[src/rtl/serial_flash_loader_pkg.sv]
// Shared definitions for the serial flash loader.
// Contents: receive FSM state encoding, flash word width and
// length-header byte count.
package serial_flash_loader_pkg;

  localparam int WORD_W    = 16;
  localparam int HDR_BYTES = 2;

  typedef enum logic [2:0] {
    S_IDLE,
    S_HDR_HI,
    S_HDR_LO,
    S_DATA_HI,
    S_DATA_LO,
    S_DRAIN,
    S_DONE,
    S_ERROR
  } state_t;

endpackage

[src/rtl/serial_flash_loader_if.sv]
// Flash write handshake bundle.
// Signals: req (write request, held until ack), addr (word address),
// data (word data), ack (one-cycle write-complete pulse).
// Modports: master drives req/addr/data, slave drives ack.
interface serial_flash_loader_if
  import serial_flash_loader_pkg::*;
#(
  parameter int ADDR_W = 22
) ();

  logic              req;
  logic [ADDR_W-1:0] addr;
  logic [WORD_W-1:0] data;
  logic              ack;

  modport master (output req, output addr, output data, input ack);
  modport slave  (input req, input addr, input data, output ack);

endinterface

[src/rtl/serial_flash_loader_word_fifo.sv]
// loader_word_fifo: synchronous word FIFO between the UART byte assembler
// and the flash write side.
// Ports: clk, rst (sync, active high), flush (empties FIFO), push/push_data,
// pop, head (word at read pointer), full, empty.
// A push while full is accepted when a pop happens in the same cycle.
module loader_word_fifo
  import serial_flash_loader_pkg::*;
#(
  parameter int DEPTH = 4
) (
  input  logic              clk,
  input  logic              rst,
  input  logic              flush,
  input  logic              push,
  input  logic [WORD_W-1:0] push_data,
  input  logic              pop,
  output logic [WORD_W-1:0] head,
  output logic              full,
  output logic              empty
);

  localparam int AW = $clog2(DEPTH);

  logic [WORD_W-1:0] mem [DEPTH];
  logic [AW-1:0]     wr_ptr;
  logic [AW-1:0]     rd_ptr;
  logic [AW:0]       count;
  logic              do_push;
  logic              do_pop;

  assign full    = (count == (AW+1)'(DEPTH));
  assign empty   = (count == '0);
  assign head    = mem[rd_ptr];
  assign do_pop  = pop && !empty;
  assign do_push = push && (!full || do_pop);

  always_ff @(posedge clk) begin
    if (rst || flush) begin
      wr_ptr <= '0;
      rd_ptr <= '0;
      count  <= '0;
    end else begin
      if (do_push) wr_ptr <= wr_ptr + AW'(1);
      if (do_pop)  rd_ptr <= rd_ptr + AW'(1);
      case ({do_push, do_pop})
        2'b10:   count <= count + (AW+1)'(1);
        2'b01:   count <= count - (AW+1)'(1);
        default: count <= count;
      endcase
    end
  end

  always_ff @(posedge clk) begin
    if (do_push && !flush) mem[wr_ptr] <= push_data;
  end

endmodule

[src/rtl/serial_flash_loader.sv]
// Boot-time loader: parses a 2-byte big-endian word count from the UART
// byte stream, assembles byte pairs into words (high byte first) and
// writes them to flash at consecutive addresses from base_addr.
// Ports: clk, rst (sync, active high), start, base_addr, rx_valid, rx_data,
// flash (write handshake master), busy, done, err_overrun, words_written.
//
// state     | meaning
// S_IDLE    | waiting for start
// S_HDR_HI  | expecting length high byte
// S_HDR_LO  | expecting length low byte
// S_DATA_HI | expecting word high byte
// S_DATA_LO | expecting word low byte, push word
// S_DRAIN   | all words received, waiting for writes to finish
// S_DONE    | load complete
// S_ERROR   | FIFO overrun, finishing outstanding write only
module serial_flash_loader
  import serial_flash_loader_pkg::*;
#(
  parameter int ADDR_W     = 22,
  parameter int FIFO_DEPTH = 4
) (
  input  logic                 clk,
  input  logic                 rst,
  input  logic                 start,
  input  logic [ADDR_W-1:0]    base_addr,
  input  logic                 rx_valid,
  input  logic [7:0]           rx_data,
  serial_flash_loader_if.master flash,
  output logic                 busy,
  output logic                 done,
  output logic                 err_overrun,
  output logic [15:0]          words_written
);

  state_t            state, state_next;
  logic [ADDR_W-1:0] base_reg;
  logic [15:0]       len;
  logic [15:0]       rx_count;
  logic [15:0]       words_cnt;
  logic [7:0]        hi_byte;
  logic [WORD_W-1:0] fifo_head;
  logic              fifo_full, fifo_empty;
  logic              start_ok, push, issue, overrun, flush;

  assign busy = (state inside {S_HDR_HI, S_HDR_LO, S_DATA_HI, S_DATA_LO, S_DRAIN})
             || (state == S_ERROR && flash.req);
  assign done          = (state == S_DONE);
  assign err_overrun   = (state == S_ERROR);
  assign words_written = words_cnt;

  assign start_ok = start && !busy;
  assign push     = (state == S_DATA_LO) && rx_valid;
  // The head word is popped as it is loaded into the write register, so the
  // outstanding write does not occupy a FIFO slot.
  assign issue    = !flash.req && !fifo_empty && (state != S_ERROR);
  assign overrun  = push && fifo_full && !issue;
  assign flush    = start_ok || (state == S_ERROR);

  loader_word_fifo #(.DEPTH(FIFO_DEPTH)) u_fifo (
    .clk       (clk),
    .rst       (rst),
    .flush     (flush),
    .push      (push),
    .push_data ({hi_byte, rx_data}),
    .pop       (issue),
    .head      (fifo_head),
    .full      (fifo_full),
    .empty     (fifo_empty)
  );

  always_comb begin
    state_next = state;
    case (state)
      S_IDLE, S_DONE, S_ERROR: if (start_ok) state_next = S_HDR_HI;
      S_HDR_HI:  if (rx_valid) state_next = S_HDR_LO;
      S_HDR_LO:  if (rx_valid) state_next = ({len[15:8], rx_data} == 16'd0) ? S_DONE : S_DATA_HI;
      S_DATA_HI: if (rx_valid) state_next = S_DATA_LO;
      S_DATA_LO: begin
        if (rx_valid) begin
          if (overrun)                     state_next = S_ERROR;
          else if (rx_count + 16'd1 == len) state_next = S_DRAIN;
          else                             state_next = S_DATA_HI;
        end
      end
      // Finishing on the final ack lets done/busy move one cycle after it.
      S_DRAIN:   if (fifo_empty && (!flash.req || flash.ack)) state_next = S_DONE;
      default:   state_next = S_IDLE;
    endcase
  end

  always_ff @(posedge clk) begin
    if (rst) begin
      state      <= S_IDLE;
      base_reg   <= '0;
      len        <= '0;
      rx_count   <= '0;
      words_cnt  <= '0;
      hi_byte    <= '0;
      flash.req  <= 1'b0;
      flash.addr <= '0;
      flash.data <= '0;
    end else begin
      state <= state_next;
      if (start_ok) begin
        base_reg  <= base_addr;
        len       <= '0;
        rx_count  <= '0;
        words_cnt <= '0;
      end
      if (state == S_HDR_HI && rx_valid)  len[15:8] <= rx_data;
      if (state == S_HDR_LO && rx_valid)  len[7:0]  <= rx_data;
      if (state == S_DATA_HI && rx_valid) hi_byte   <= rx_data;
      if (push && !overrun) rx_count <= rx_count + 16'd1;
      if (issue) begin
        flash.req  <= 1'b1;
        flash.addr <= base_reg + ADDR_W'(words_cnt);
        flash.data <= fifo_head;
      end else if (flash.req && flash.ack) begin
        flash.req <= 1'b0;
        words_cnt <= words_cnt + 16'd1;
      end
    end
  end

endmodule

[src/flat_wrapper.sv]
// flat-port wrapper written by rule: the top's interface ports become plain ports
module serial_flash_loader_flat import serial_flash_loader_pkg::*;
#(
  parameter int ADDR_W     = 22,
  parameter int FIFO_DEPTH = 4
)
  (clk, rst, start, base_addr, rx_valid, rx_data, busy, done, err_overrun, words_written, flash_req, flash_addr, flash_data, flash_ack);
  serial_flash_loader_if #(.ADDR_W(ADDR_W)) flash_i ();
  input  logic clk;
  input  logic rst;
  input  logic start;
  input  logic [ADDR_W-1:0] base_addr;
  input  logic rx_valid;
  input  logic [7:0] rx_data;
  output logic busy;
  output logic done;
  output logic err_overrun;
  output logic [15:0] words_written;
  output wire logic [$bits(flash_i.req)-1:0] flash_req;
  output wire logic [$bits(flash_i.addr)-1:0] flash_addr;
  output wire logic [$bits(flash_i.data)-1:0] flash_data;
  input wire logic [$bits(flash_i.ack)-1:0] flash_ack;
  assign flash_req = flash_i.req;
  assign flash_addr = flash_i.addr;
  assign flash_data = flash_i.data;
  assign flash_i.ack = flash_ack;
  serial_flash_loader #(.ADDR_W(ADDR_W), .FIFO_DEPTH(FIFO_DEPTH)) u_core (.clk(clk), .rst(rst), .start(start), .base_addr(base_addr), .rx_valid(rx_valid), .rx_data(rx_data), .flash(flash_i), .busy(busy), .done(done), .err_overrun(err_overrun), .words_written(words_written));
endmodule
[config.mk]
export PLATFORM = sky130hd
export DESIGN_NAME = serial_flash_loader_flat
export DESIGN_NICKNAME = d
export VERILOG_FILES = /design/src/rtl/serial_flash_loader_pkg.sv /design/src/rtl/serial_flash_loader_if.sv /design/src/rtl/serial_flash_loader_word_fifo.sv /design/src/rtl/serial_flash_loader.sv /design/src/flat_wrapper.sv
export SDC_FILE = /design/constraint.sdc
export NUM_CORES = 1
export LEC_CHECK = 0
export CAP_MARGIN = 20
export CELL_PAD_IN_SITES_DETAIL_PLACEMENT = 1
export CELL_PAD_IN_SITES_GLOBAL_PLACEMENT = 1
export CORE_ASPECT_RATIO = 1.25
export CORE_MARGIN = 2
export CORE_UTILIZATION = 38
export CTS_BUF_LIST = sky130_fd_sc_hd__clkbuf_16
export CTS_CLUSTER_SIZE = 14
export DETAILED_ROUTE_END_ITERATION = 6
export GPL_TIMING_DRIVEN = 0
export PLACE_DENSITY_LB_ADDON = 0.12
export SYNTH_ARGS = -nofsm -noshare
export SYNTH_HDL_FRONTEND = slang
export SYNTH_SLANG_ARGS = --single-unit
[constraint.sdc]
create_clock -name clk -period 3.24 [get_ports clk]
set_input_delay 0.324 -clock clk [delete_from_list [all_inputs] [get_ports clk]]
set_output_delay 0.324 -clock clk [all_outputs]
set_load 0.02 [all_outputs]
* After elaboration in Yosys (flattened, before gate mapping)
Memories as Yosys holds them, arrays and structs flattened. A register that Yosys moved wholly into a read port is not among the register bits.
Cells that the tools add are included.
** Word-level totals
- Input port bits :: 35
- Memory bits (writable) :: 64
- Memories kept :: 1
- Word-level logic and storage cells :: 99
- Flip-flop bits (word level) :: 111
** Cells by class
- Add/sub/neg operators :: 7
- Reduce and logical (&&, ||, !) cells :: 39
- Multiplexer cells :: 22
- Eq/ne operators :: 18
** Memories
- u_core.u_fifo.mem :: depth 4, bits a word 16, rd ports 1, clocked after Yosys merged registers in 1, write ports 1, RTL line serial_flash_loader_word_fifo.sv:24 : logic [WORD_W-1:0] mem [DEPTH];
** Operator list (count)
- $mux 16 :: 5
- $add 16x1->16 const B :: 2
- $mux 3 :: 9
- $add 22x16->22 :: 1
- $pmux 3 s6 :: 1
- $eq 16x16->1 :: 1
- $logic_and 1x1->1 :: 16
- $logic_not 16->1 :: 1
- $mux 8 :: 2
- $eq 3x3->1 const B :: 5
- $ne 2x2->1 const B :: 5
- $reduce_bool 2->1 :: 5
- $logic_not 1->1 :: 7
- $eq 3x2->1 const B :: 2
- $logic_not 3->1 :: 2
- $pmux 3 s2 :: 1
- $reduce_and 6->1 :: 1
- $logic_or 1x1->1 :: 5
- $reduce_bool 5->1 :: 1
- $add 2x1->2 const B :: 2
- $mux 1 :: 4
- $add 3x1->3 const B :: 1
- $eq 3x1->1 const B :: 1
- $ne 3x3->1 const B :: 1
- 5 further kinds :: 5

* Logic depth before layout (Yosys ltp)
- Word-level depth :: 10
- Depth in mapped cells :: 13
- Mapped depth without buffers :: 10

* Hierarchy
Synthesis repeated with hierarchy kept, for this count alone.
** Unflattened totals
- Cell total of the unflattened synthesis :: 926
- Area total of the unflattened synthesis :: 8888.5 sq um
** Modules (own cells, without submodules)
- serial_flash_loader :: cells an instance 775, area an instance 6014.5 sq um, sequential area each 2402.3 sq um, times used 1
- loader_word_fifo :: cells an instance 151, area an instance 2874.0 sq um, sequential area each 2102.0 sq um, times used 1

* Worst setup path before layout
No wires, ideal clock.
- Kind :: flip-flop to flip-flop
- Start :: register u_core.state[2]
- End :: register u_core.u_fifo.count[2]
- Required time :: 3.118 ns
- Path slack :: 0.585 ns
- Data arrival time :: 2.532 ns
- Setup time :: 0.122 ns
- Stages on the path, launching flop included :: 14
- Cells stage by stage :: dfxtp_1 > buf_2 > and3_1 > or3_1 > clkbuf_1 > inv_2 > clkbuf_1 > ha_1 > inv_1 > fa_1 > xor2_1 > nor2_1 > xnor2_1 > nor2_1
** Between the ends
- Longest elaborated chain between the ends :: 7
- Elaborated cells between the ends (all ways) :: 23
** Ends and longest elaborated chain
- start: declaration :: RTL line serial_flash_loader.sv:35 : state_t state, state_next;
- start signal: assignment :: RTL line serial_flash_loader.sv:103 : state <= state_next;
- $eq 3x3->1 *
- named net err_overrun :: RTL line flat_wrapper.sv:17 : output logic err_overrun;
- $logic_and 1x1->1 :: RTL line serial_flash_loader.sv:46 : || (state == S_ERROR && flash.req);
- $logic_or 1x1->1 :: RTL line serial_flash_loader.sv:46
- $logic_not 1->1 :: RTL line serial_flash_loader.sv:51 : assign start_ok = start && !busy;
- $logic_and 1x1->1 :: RTL line serial_flash_loader.sv:51
- $logic_or 1x1->1 * :: RTL line serial_flash_loader.sv:57 : assign flush = start_ok || (state == S_ERROR);
- $logic_or 1x1->1 * :: RTL line serial_flash_loader_word_fifo.sv:38 : if (rst || flush) begin
- end signal: assignment :: RTL line serial_flash_loader_word_fifo.sv:46 : 2'b10: count <= count + (AW+1)'(1);
- end signal: assignment :: RTL line serial_flash_loader_word_fifo.sv:47 : 2'b01: count <= count - (AW+1)'(1);
- end signal: assignment :: RTL line serial_flash_loader_word_fifo.sv:48 : default: count <= count;
- end: declaration :: RTL line serial_flash_loader_word_fifo.sv:27 : logic [AW:0] count;
The timed path passes the listed nets; every way through them passes the cells marked *.
A chain may end at the register's enable or synchronous reset.

* Worst setup path after layout
- Start :: register u_core.state[1]
- End :: register u_core.u_fifo.count[2]
** Between the ends
- Longest elaborated chain between the ends :: 7
- Elaborated cells between the ends (all ways) :: 23
** Ends and longest elaborated chain
- $ne 3x3->1, or another cell as far along :: RTL line serial_flash_loader.sv:55 : assign issue = !flash.req && !fifo_empty && (state != S_ERROR);
- $logic_and 1x1->1, or another cell as far along :: RTL line serial_flash_loader.sv:55
- $logic_and 1x1->1 or $logic_or 1x1->1 (tied branches) :: RTL line serial_flash_loader_word_fifo.sv:34, serial_flash_loader.sv:46
- $logic_or 1x1->1 or $logic_not 1->1 (tied branches) :: RTL line serial_flash_loader_word_fifo.sv:35, serial_flash_loader.sv:51
- $logic_and 1x1->1, on equally long branches :: RTL line serial_flash_loader_word_fifo.sv:35, serial_flash_loader.sv:51
- $eq 2x1->1, or another cell as far along :: RTL line serial_flash_loader_word_fifo.sv:45 : case ({do_push, do_pop})
- $pmux 3 s2, or another cell as far along :: RTL line serial_flash_loader_word_fifo.sv:45
Several ways; a longest one is shown, not always the timed one.

==> results.py <==
metrics = {
    "die": {
        "io_pins": 93,
        "initial_core_util": 0.388,
        "fp-row-count": 62,
        "die-area_um2": 24800,
        "die_w_um": 141,
        "die_h_um": 175,
        "core_um2": 23000,
    },
    "yosys": {
        "netlist_top_cells_count": "nand2_1 (161), dfxtp_1 (127), a21oi_1 (123)",
        "synth_top_family_by_area": "simple AND/OR/NAND/NOR gates",
        "syn-instance-count": 945,
        "synth_cell_types": 64,
        "synth_area_leader_cell": "dfxtp_1",
        "ys_seq_area_frac": 0.500,
        "yosysWarnings": 0,
        "netlist_area_um2": 8930,
        "synth_edf_count": 64,
        "synth_top_area_frac": 0.285,
        "synthAdderAreaFrac": 0.0367,
        "syn-num-nets": 1005,
        "ys_async_sr_fraction": 0,
        "muxShareOfSynthArea": 0.0462,
        "synth.area.top_cells": "dfxtp_1 (28%), edfxtp_1 (22%), a21oi_1 (6.9%), nand2_1 (6.8%), mux4_2 (4.0%)",
        "synth_most_common_cell": "nand2_1",
        "synth-compound-area-share": 0.139,
        "ys_ff_latch": 191,
        "yosys.area_share.simple": 0.199,
        "synth_xor_area_frac": 0.0451,
        "synth_area_per_cell_um2": 9.45,
        "synth_flop_cell": "dfxtp_1",
    },
    "worst_setup_path": {
        "cp_data_arrival_time_ns": 3.32,
        "worst_r2r_path_depth": 12,
        "r2r-end": "u_core.u_fifo.count[2]",
        "required_ns": 3.55,
        "ff2ff_setup_slack_ns": 0.23,
        "setup.worst_path.end_class": "flip-flop",
        "worstSetupPathType": "flip-flop to flip-flop",
        "worstSetupStartpointType": "flip-flop",
        "r2r-start": "u_core.state[1]",
        "crit_start": "u_core.state[1]",
        "crit_fanout": 10,
    },
    "hold_path": {
        "hold_path.class": "input pin to flip-flop",
        "hp-start": "base_addr[16]",
        "holdPathStages": 3,
        "whs_endpoint": "u_core.base_reg[16]",
    },
    "final_layout": {
        "utilization": 0.472,
        "finalInstanceArea_um2": 10900,
        "area_growth_syn_to_layout_pct": 21.7,
        "drive_gt1_frac": 0.0730,
        "diodes": 0,
        "nets": 1115,
        "largest_register_ffs": 64,
    },
    "run_status": {
        "status": "finished clean",
    },
    "timing": {
        "fin_crit_ns": 3.01,
        "finalMaxSlewViolations": 0,
        "slew_headroom": 0.267,
        "setup_viol": 0,
        "max_freq_mhz": 332,
        "rsz0062_at_grt": "false",
        "fin_skew_ns": 0.0165,
        "tns_ns": 0,
        "timing.final.crit_share": 0.929,
        "worstMarginPinSlew_ns": 1.10,
        "hold_ws_ns": 0.429,
        "hold_violations": 0,
    },
    "drt": {
        "antenna_left": 0,
        "drc": 0,
        "drt-pass1-iter-count": 4,
        "avgRoutedWirePerCell_um": 19.5,
        "drt-initial-drc-count": 341,
        "avgViaCountPerCell": 5.45,
        "num_vias": 7390,
        "drt_wl_total_mm": 26.4,
    },
    "cts": {
        "cts-buffers-inserted": 17,
        "cts.clk_slew.worst_paths_ns": 0.09,
        "cts-root-buf": "clkbuf_16",
        "cts_buffer_depth": 2,
        "clk_latency_ns": 0.44,
        "cts_num_sinks": 191,
        "h-tree-depth": 4,
        "cts_tree": "done",
    },
    "global_routing": {
        "grt_antenna_before_repair": 0,
        "grt_first_pass_wirelength_mm": 41.5,
        "grt.total_usage": 0.219,
        "grt.overflow.total": 0,
        "grt_pass1_vias": 7486,
        "grt_max_degree": 24,
    },
    "placed_design": {
        "portBuffers": 92,
        "routabilityCongestion": 0.836,
        "place_hpwl_mm": 19.1,
        "place_area_um2": 10200,
    },
    "power_and_ir_drop": {
        "p_sw_mw": 1.77,
        "seq_power_share": 0.458,
        "clockPowerShare": 0.401,
        "combPwrFrac": 0.142,
        "p_sw_frac": 0.307,
        "power_density_nw_per_um2": 530,
        "p_int_mw": 3.99,
        "power.leakage_nw": 3.62,
        "vdd_drop_max_v": 0.000320,
    },
    "job": {
        "drv_cap": 0,
    },
}
power groups by stage:
stage | clock (mW) | sequential [mW] | combinational [mW]
floorplan | 0 | 2.66 | 0.523
detailed placement | 0 | 2.69 | 0.820
CTS | 2.35 | 2.64 | 0.824
global placement | 0 | 2.69 | 0.811
finish | 2.31 | 2.63 | 0.815
global route | 2.45 | 2.65 | 0.905
logic make-up (layout without fill, tap and decap cells):
logic type / Yosys count / after routing
mux: 21 / 21
simple gates: 374 / 374
buf+inv: 74 / 197
compound gates: 214 / 214
flops: 191 / 191
fa+ha+maj: 25 / 25
xor+xnor: 46 / 46
layer usage:
metal | vias to the layer above | GRT usage | wire length [um]
li1 | 3593 | - | -
met1 | 3657 | 0.270 | 11500
met2 | 120 | 0.398 | 13700
met3 | 20 | 0.0259 | 846
met4 | 0 | 0.0646 | 313
met5 | - | 0 | 0
metrics by stage:
stage / power (mW) / std cells / worst slack [ns]
finish: 5.76 / 1356 / 0.230
global route: 6.00 / 1356 / 0.00681
CTS: 5.81 / 1357 / 0.0161
detailed placement: 3.51 / 1325 / -0.222
global placement: 3.50 / 1325 / -0.196
floorplan: 3.19 / 945 / 0.585
worst max-delay path: stages, from the launching register on:
cell	delay, ns
dfxtp_1	0.38
buf_2	0.24
or2_1	0.23
a311oi_2	0.12
inv_2	0.22
clkbuf_1	0.53
ha_1	0.29
inv_1	0.06
fa_1	0.37
xor2_1	0.15
nor2_1	0.11
xnor2_1	0.13
nor2_1	0.05
layout by cell type, fill, tap and decap left out, types with 3 or more instances in the layout:
| master | Yosys | routed |
|---|---|---|
| mux2i_1 | 3 | 3 |
| nand2b_1 | 7 | 7 |
| xnor2_1 | 26 | 26 |
| ha_1 | 23 | 23 |
| a211o_1 | 3 | 3 |
| buf_1 | 3 | 3 |
| and3_1 | 7 | 7 |
| o21a_1 | 7 | 7 |
| inv_12 | 0 | 6 |
| nand2_1 | 161 | 161 |
| dfxtp_1 | 127 | 127 |
| o21ai_0 | 30 | 30 |
| clkinv_8 | 0 | 4 |
| nor4_1 | 6 | 6 |
| a211oi_1 | 11 | 11 |
| nor3_1 | 22 | 22 |
| xor2_1 | 20 | 20 |
| a21o_1 | 6 | 6 |
| mux4_2 | 16 | 16 |
| clkbuf_16 | 0 | 17 |
| buf_2 | 11 | 11 |
| clkdlybuf4s50_1 | 0 | 92 |
| a31oi_1 | 7 | 7 |
| a21oi_1 | 123 | 123 |
| nor2_1 | 64 | 64 |
| o21ai_1 | 3 | 3 |
| or3_1 | 9 | 9 |
| nand3_1 | 45 | 45 |
| clkbuf_1 | 39 | 38 |
| and2_1 | 9 | 5 |
| nor4b_1 | 4 | 4 |
| nand4_1 | 14 | 14 |
| nand3b_1 | 6 | 6 |
| or4_1 | 3 | 3 |
| edfxtp_1 | 64 | 64 |
| inv_1 | 17 | 17 |
| and2_2 | 0 | 4 |
| o2111ai_1 | 3 | 3 |
| o22ai_1 | 3 | 3 |
area by class of cell:
cell class              instances  area (um^2)
plain buffers                  54          228
clock buffers                  17          425
clock inverters                15          233
fillers                      2651        12200
inverters                      19         71.3
multi-input cells             680         4170
flip-flops and latches        191         4460
well taps                     288          360
repair buffers                 92          921
what timing repair did:
item	CTS	global route
setup buffers	0	0
endpoints found under the hold margin	0	0
pin swaps	0	0
hold buffers	0	0
endpoints found under the setup margin	45	17
gates resized for setup	3	1
worst max path at each step:
stage,endpoint,slack [ns]
floorplan,u_core.u_fifo.count[2],0.59
global placement,u_core.u_fifo.mem[3][9],-0.20
detailed placement,u_core.u_fifo.mem[3][2],-0.22
CTS,u_core.u_fifo.mem[1][13],0.02
global route,u_core.u_fifo.count[2],0.007
finish,u_core.u_fifo.count[2],0.23
No activity file was read; power rests on OpenSTA's default activity.
